`config.mk`:
```
export PLATFORM = sky130hd
export DESIGN_NAME = mem_bus_ctrl
export DESIGN_NICKNAME = d
export VERILOG_FILES = /design/src/rtl/mem_bus_ctrl.sv
export SDC_FILE = /design/constraint.sdc
export NUM_CORES = 1
export LEC_CHECK = 0
export ABC_AREA = 1
export BUFFER_PORTS_ARGS = -buffer_cell sky130_fd_sc_hd__buf_4
export CORE_UTILIZATION = 45
export DETAILED_ROUTE_END_ITERATION = 16
export PLACE_DENSITY_LB_ADDON = 0.08
export SLEW_MARGIN = 20
export SYNTH_ARGS = -nofsm -noshare
export SYNTH_HDL_FRONTEND = slang
export SYNTH_SLANG_ARGS = --single-unit
export TNS_END_PERCENT = 30
```
`constraint.sdc`:
```
create_clock -name clk -period 3.8 [get_ports clk]
set_input_delay 0.19 -clock clk [delete_from_list [all_inputs] [get_ports clk]]
set_output_delay 0.19 -clock clk [all_outputs]
set_load 0.02 [all_outputs]
```
`src/rtl/mem_bus_ctrl.sv`:
```
// mem_bus_ctrl: single-outstanding async-SRAM strobe sequencer for the base/ext RAM banks,
// with registered strobes, one-cycle ack and an error ack for unmapped selects.
module mem_bus_ctrl #(
    parameter int RD_WAIT_CYCLES  = 2,
    parameter int WR_PULSE_CYCLES = 2,
    parameter int RAM_ADDR_W      = 20
) (
    input  logic                  clk,
    input  logic                  rst,
    input  logic                  mmu_ce_i,
    input  logic [31:0]           mmu_addr_i,
    input  logic [31:0]           mmu_data_i,
    input  logic                  mmu_we_i,
    input  logic [15:0]           mmu_select_i,
    output logic [31:0]           mmu_data_o,
    output logic                  mmu_ack_o,
    output logic                  bus_err_o,
    output logic [RAM_ADDR_W-1:0] ram_addr_o,
    output logic [31:0]           ram_data_o,
    output logic                  ram_data_oe,
    input  logic [31:0]           base_ram_data_i,
    input  logic [31:0]           ext_ram_data_i,
    output logic                  base_ram_ce_n,
    output logic                  ext_ram_ce_n,
    output logic                  ram_oe_n,
    output logic                  ram_we_n
);
    localparam int MAXC = (RD_WAIT_CYCLES > WR_PULSE_CYCLES) ? RD_WAIT_CYCLES : WR_PULSE_CYCLES;
    localparam int CW   = $clog2(MAXC) + 1;

    typedef enum logic [2:0] {IDLE, RD_STROBE, WR_SETUP, WR_PULSE, WR_HOLD, ACK, RECOVER} state_t;

    state_t        r_state, w_next;
    logic [CW-1:0] r_cnt, w_cnt;
    logic          r_bank;
    logic          w_bank, w_accept, w_mapped, w_done, w_strobe, w_unused;
    logic [31:0]   w_rdata;

    assign w_accept = r_state == IDLE && mmu_ce_i && |mmu_select_i;
    assign w_mapped = mmu_select_i == 16'h0001 || mmu_select_i == 16'h0002;
    assign w_done   = r_cnt == '0;
    assign w_bank   = w_accept ? mmu_select_i[1] : r_bank;
    assign w_unused = ^{mmu_addr_i[31:RAM_ADDR_W+2], mmu_addr_i[1:0]};
    assign w_strobe = w_next inside {RD_STROBE, WR_SETUP, WR_PULSE, WR_HOLD};
    // Unmapped reads return zero; writes never touch the read-data register.
    assign w_rdata  = (r_state == RD_STROBE && w_done) ? (r_bank ? ext_ram_data_i : base_ram_data_i) :
                      (w_accept && !w_mapped && !mmu_we_i) ? '0 : mmu_data_o;

    always_comb begin
        w_next = r_state;
        w_cnt  = w_done ? r_cnt : r_cnt - CW'(1);
        case (r_state)
            IDLE: if (w_accept) begin
                w_next = !w_mapped ? ACK : mmu_we_i ? WR_SETUP : RD_STROBE;
                w_cnt  = CW'(RD_WAIT_CYCLES - 1);
            end
            RD_STROBE: w_next = w_done ? ACK : RD_STROBE;
            WR_SETUP: begin
                w_next = WR_PULSE;
                w_cnt  = CW'(WR_PULSE_CYCLES - 1);
            end
            WR_PULSE: w_next = w_done ? WR_HOLD : WR_PULSE;
            WR_HOLD:  w_next = ACK;
            ACK:      w_next = RECOVER;
            default:  w_next = IDLE;
        endcase
    end

    // Strobes are registered from the next state so they change on the same edge as the state.
    always_ff @(posedge clk or posedge rst) begin
        if (rst) begin
            r_state       <= IDLE;
            r_cnt         <= '0;
            r_bank        <= 1'b0;
            ram_addr_o    <= '0;
            ram_data_o    <= '0;
            base_ram_ce_n <= 1'b1;
            ext_ram_ce_n  <= 1'b1;
            ram_oe_n      <= 1'b1;
            ram_we_n      <= 1'b1;
            ram_data_oe   <= 1'b0;
            mmu_ack_o     <= 1'b0;
            bus_err_o     <= 1'b0;
            mmu_data_o    <= '0;
        end else begin
            r_state       <= w_next;
            r_cnt         <= w_cnt;
            r_bank        <= w_bank;
            if (w_accept) begin
                ram_addr_o <= mmu_addr_i[RAM_ADDR_W+1:2];
                ram_data_o <= mmu_data_i;
            end
            base_ram_ce_n <= !(w_strobe && !w_bank);
            ext_ram_ce_n  <= !(w_strobe && w_bank);
            ram_oe_n      <= w_next != RD_STROBE;
            ram_we_n      <= w_next != WR_PULSE;
            ram_data_oe   <= w_strobe && w_next != RD_STROBE;
            mmu_ack_o     <= w_next == ACK;
            bus_err_o     <= w_next == ACK && r_state == IDLE;
            mmu_data_o    <= w_rdata;
        end
    end
endmodule

```
* After elaboration in Yosys (flattened, before gate mapping) *
Cells that the tools add are included.

operators by class
  eq/ne operators = 14
  reduce and logical (&&, ||, !) cells = 20
  muxes and demuxes = 13
  add/subtract/negate cells = 1

operator list
  cell                                                                     count
  32-bit 2-to-1 mux                                                        3
  3-bit one-hot mux with 6 select lines                                    1
  16-bit by 1-bit equality test with 1-bit output (second input constant)  1
  16-bit by 2-bit equality test with 1-bit output (second input constant)  1
  16-bit OR reduction                                                      1
  3-bit by 2-bit equality test with 1-bit output (second input constant)   4
  3-bit equality test (second input constant)                              4
  3-bit 2-to-1 mux                                                         4
  1-bit logical AND                                                        9
  3-bit by 1-bit equality test with 1-bit output (second input constant)   2
  2-bit 2-to-1 mux                                                         3
  1-bit zero test                                                          5
  2-bit one-hot mux with 2 select lines                                    1
  4-bit nonzero test                                                       1
  3-bit zero test                                                          1
  3-bit by 1-bit != test with 1-bit output (second input constant)         1
  3-bit by 2-bit != test with 1-bit output (second input constant)         1
  2-bit zero test                                                          1
  2-bit nonzero test                                                       1
  2-bit by 1-bit subtractor with 2-bit output (second input constant)      1
  1-bit logical OR                                                         1
  1-bit 2-to-1 mux                                                         1

word-level totals
  output and inout port bits = 91
  logic and storage cells = 61
  register bits = 97
  input port bits = 148

* Longest topological paths before layout *
  depth after elaboration = 9
  depth in mapped cells = 12
  gate-level depth less buffers = 12

* Worst setup path after synthesis *
No wires, ideal clock.

  kind = reg-to-reg
  from = reg r_state[2]
  to = reg mmu_data_o[0]
  cell stages (with the launch flop) = 7
  slack = 2454 ps
  required time = 3679 ps
  setup time = 121 ps
  clock period less this slack = 1346 ps
  arrival time = 1226 ps
  path buffers = 1
  path through = dfrtp_1 nor2_2 and3_4 nand3_2 o21bai_4 buf_4 o21ai_1

on the way
  longest elaborated chain between the ends = 6
  elaborated cells between the ends (all ways) = 9
  classes of those cells = eq/ne: 1; mux: 1; reduce/logical: 7

RTL lines
  what                             RTL line  source
  start: declaration               33        state_t r_state, w_next;
  start signal: assignment         86        r_state <= w_next;
  3-bit zero test                  39        assign w_accept = r_state == IDLE && mmu_ce_i && |mmu_select_i;
  1-bit logical AND (2 in series)  39
  1-bit logical AND (2 in series)  47        (w_accept && !w_mapped && !mmu_we_i) ? '0 : mmu_data_o;
  2-bit nonzero test (no line)     --
  end signal: assignment           100       mmu_data_o <= w_rdata;
  end: declaration                 15        output logic [31:0] mmu_data_o,

Several ways; a longest one is shown, not always the timed one.
A chain may end at the register's enable or synchronous reset.

* Worst setup path after layout *
  from = reg r_state[2]
  to = reg ram_data_oe

on the way
  longest elaborated chain between the ends = 8
  elaborated cells between the ends (all ways) = 17
  classes of those cells = eq/ne: 10; mux: 2; reduce/logical: 5

RTL lines
  what                                                                          RTL line  source
  3-bit zero test                                                               39, 52
  1-bit logical AND (2 in series)                                               39
  3-bit 2-to-1 mux                                                              53        IDLE: if (w_accept) begin
  3-bit one-hot mux with 6 select lines *                                       52        case (r_state)
  net w_next[0]                                                                 33
  3-bit by 1-bit equality test with 1-bit output, or another cell as far along  44        assign w_strobe = w_next inside {RD_STROBE, WR_SETUP, WR_PULSE, WR_HOLD};
  4-bit nonzero test                                                            44
  1-bit logical AND *                                                           97        ram_data_oe <= w_strobe && w_next != RD_STROBE;
  end signal: assignment                                                        81        ram_data_oe <= 1'b0;
  end signal: assignment                                                        97
  end: declaration                                                              20        output logic ram_data_oe,

Mark *: on every way through the listed nets, which the timed path passes. The rest lies on a longest branch.

==> qor_table.md <==
| Metric | This run |
| --- | --- |
| Relative contribution of sequential cells to total power | 0.365 |
| Fraction of final layout cells with drive strength greater than 1 | 0.342 |
| Worst r2r src | r_state[2] |
| Synth area leaders | dfrtp_1 (54%), nand2_1 (27%), inv_1 (3.7%), o21ai_1 (3.7%), dfstp_2 (2.4%) |
| Library cell with the largest summed area after synthesis | dfrtp_1 |
| Wire length of the first global-routing pass | 17.3 mm |
| Worst Path Class, Setup | reg2reg |
| Signed area change from the synthesized netlist to the final layout | 45.0% |
| Total nets after synthesis | 706 |
| Fmax | 0.418 GHz |
| Antenna violation net count after detailed routing | 0 |
| Number of DRC violations after detailed routing | 0 |
| Synth warn | 0 |
| Final setup violation count | 0 |
| Switch Pwr | 2060 uW |
| Pin slew with the least headroom to its limit | 0.936 ns |
| Non-filler instance count after layout | 909 |
| Cell depth of the worst flop-to-flop path | 9 |
| Synthesized area | 4340 sq um |
| Buffers & Inverters on Critical Path | 2 |
| Final core utilization | 0.678 |
| Total die area | 10000 sq um |
| Net Sw Frac | 0.432 |
| DRT Wirelength | 10.9 mm |
| Number of storage elements in the synthesis netlist | 97 |
| Int Power | 2710 uW |
| Final weighted congestion of routability-driven global placement | 0.823 |
| Kind of end point of the critical path | flip-flop |
| Leak pwr | 0.00356 uW |
| Final Slew Violations | 0 |
| Latest clock arrival within the worst-skew pair | 0.36 ns |
| Ratio of total power to cell area | 758 nW/um^2 |
| Via count of the first global-routing pass | 3795 |
| Final Hold Viols | 0 |
| Row count | 35 |
| Top delay family on crit path | simple AND/OR/NAND/NOR gates |
| Fraction of registers with async set/reset | 1.00 |
| Category of the worst setup path launch point | flip-flop |
| Maximum net fanout on the critical path | 58 |
| Worst setup slack for register-to-register paths | 1.41 ns |
| Maximum clock insertion buffer count | 2 |
| Sequential element share of the synthesized area | 0.560 |
| Setup crit end | ram_data_oe |
| Min Clock Period, post-route | 2.39 ns |
| Layout fillers | 794 |
| Post-CTS Setup Bufs | 0 |
| Outcome | completed |
| Number of antenna diodes | 0 |
| Max H-tree Level | 3 |
| Biggest cell delay along the critical path | 0.57 ns |
| Layout net count | 923 |
| Clock network power share | 0.133 |
| Routed via count divided by cell count | 4.55 |
| Core Box Area | 9280 sq um |
| Fin Setup TNS | 0 ns |
| Number of cells after detailed placement | 892 |
| IO Count | 239 |
| Mean instance size in the synthesized netlist | 7.78 sq um |
| Worst Skew | 0.0159 ns |
| WP data arrival | 2.64 ns |
| Vias | 4135 |
| Final Hold Slack | 0.0176 ns |
| Clock input transition at the sequential cells of the worst setup and hold paths | 0.10 ns |
| Mean routed wirelength per cell | 12.0 microns |
| Number of maximum-capacitance constraint violations | 0 |
| Effective utilization at floorplan | 0.468 |
| Die Wd | 100 microns |
| Rel. slew slack | 0.376 |
| Initial antenna violation count | 0 |
| Post-route clock period utilization | 0.629 |
| Unrepaired setup endpoints after global routing | no |
| Launch point of the critical path | r_state[2] |
| Port Buffers | 226 |
| Leading cell types by count after synthesis | nand2_1 (312), dfrtp_1 (93), inv_1 (43), o21ai_1 (32), nor2_1 (19) |
| Iteration-0 DRC Markers | 133 |
| Top FF cell, synth | dfrtp_1 |
| CP cell instances | nor2_2 > and3_4 > nand2_4 > inv_4 > nand2_1 > nand2_2 > nand3_1 > o21ai_1 > inv_2 |
| Clock root cell | clkbuf_8 |
| Fraction of synthesized cell area taken by the top area cell type | 0.536 |
| Clock tree sinks | 97 |
| Cell count after synthesis | 558 |
| Maximum ir drop on the vdd rail | 0.341 mV |
| Leading cell type by number of instances after synthesis | nand2_1 |
| Number of iterations in the first detailed-routing pass | 4 |
| Maximum number of pins on one net before global-route repair | 63 |
| Clock tree from TritonCTS | done |
| Logic depth of the worst setup path including buffers | 9 |
| Comb pwr share | 0.502 |
| Slowest stage cell, crit path | inv_4 |
| Remaining Overflow, GRT | 0 |
| Data required time at the worst endpoint | 4.05 ns |
| All-layer global routing usage | 0.219 |
| Height of the die | 100 microns |
| Number of enable flip-flop cells after synthesis | 0 |
| Critical register-to-register path endpoint | ram_data_oe |
| Detailed Place HPWL | 7.91 mm |
| Number of library cell types mapped by synthesis | 26 |
| Inserted Clock Buffers | 9 |
| Kind of path behind the tightest hold check | in2reg |
[sequential cells by signal, summed over array words and instances (netlist names)]
signal	flops
bus_err_o	1
r_state	3
base_ram_ce_n	1
ram_data_oe	1
r_bank	1
ram_oe_n	1
r_cnt	2
ext_ram_ce_n	1
ram_we_n	1
ram_data_o	32
mmu_ack_o	1
ram_addr_o	20
mmu_data_o	32
[power groups by stage]
stage          Clock (uW)  Sequential (uW)  Combinational, uW
4_1_cts               649             1740               2430
3_3_place_gp            0             1730               2370
3_5_place_dp            0             1750               2430
5_1_grt               689             1790               2640
2_1_floorplan           0             2240                928
6_report              636             1740               2400
[layer usage]
metal,up-vias,routed length (microns),GRT usage
li1,2104,-,-
met1,1871,4490,0.253
met2,148,5590,0.395
met3,12,719,0.0571
met4,0,133,0.0702
met5,-,0,0
[layout by cell type (no fill, tap or decap), drive strengths merged]
master	n
nand2	316
buf	229
dfrtp	93
inv	50
o21ai	34
nor2	22
clkbuf	10
nand3	9
dfstp	4
clkinv	3
nor3	3
and3	1
o21bai	1
o21a	1
a21oi	1
nand4	1
clkinvlp	1
dlygate4sd3	1
[per-stage QoR]
step                total power, uW  setup slack (ns)  area (sq um)
CTS                            4820              1.40          6290
floorplan                      3170              1.08          4340
global route                   5120              1.22          6290
detailed placement             4180              1.42          6090
finish                         4770              1.41          6290
global placement               4100              1.48          6090
[layout make-up]
type	instances	area, sq um	share of cell area
well taps	129	161	0.0256
inverters	48	185	0.0294
clock inverters	6	51.3	0.00815
flip-flops and latches	97	2430	0.386
multi-input cells	389	1600	0.254
clock buffers	10	138	0.0219
repair buffers	230	1730	0.275
[worst register-to-register path, delay by kind of cell, from the launching register on]
family | cells | cell delay, ns
simple gates | 6 | 1.06
buf+inv | 2 | 0.66
compound gates | 1 | 0.11
flops | 1 | 0.48
[cells by family (layout without fill, tap and decap cells)]
kind of cell | count (synthesis) | count (layout) | share of synthesized area
compound gates | 37 | 37 | 0.0464
buf+inv | 72 | 294 | 0.0732
flops | 97 | 97 | 0.560
simple gates | 352 | 352 | 0.320
[worst min path at each step]
stage                    from             end  slack, ns  depth (start not counted)
6_report       mmu_addr_i[15]  ram_addr_o[13]       0.02                          3
5_1_grt        mmu_addr_i[18]  ram_addr_o[16]      0.007                          3
4_1_cts         mmu_addr_i[5]   ram_addr_o[3]      0.001                          3
3_5_place_dp              rst   ram_addr_o[8]       0.39                          2
3_3_place_gp              rst  mmu_data_o[22]       0.38                          2
2_1_floorplan   mmu_addr_i[2]   ram_addr_o[0]       0.30                          2
[what timing repair did]
item	CTS	global route
resized for setup	0	0
hold buffers	1	0
hold endpoints to repair	18	0
Note: power is estimated with default switching activity, not from simulation.
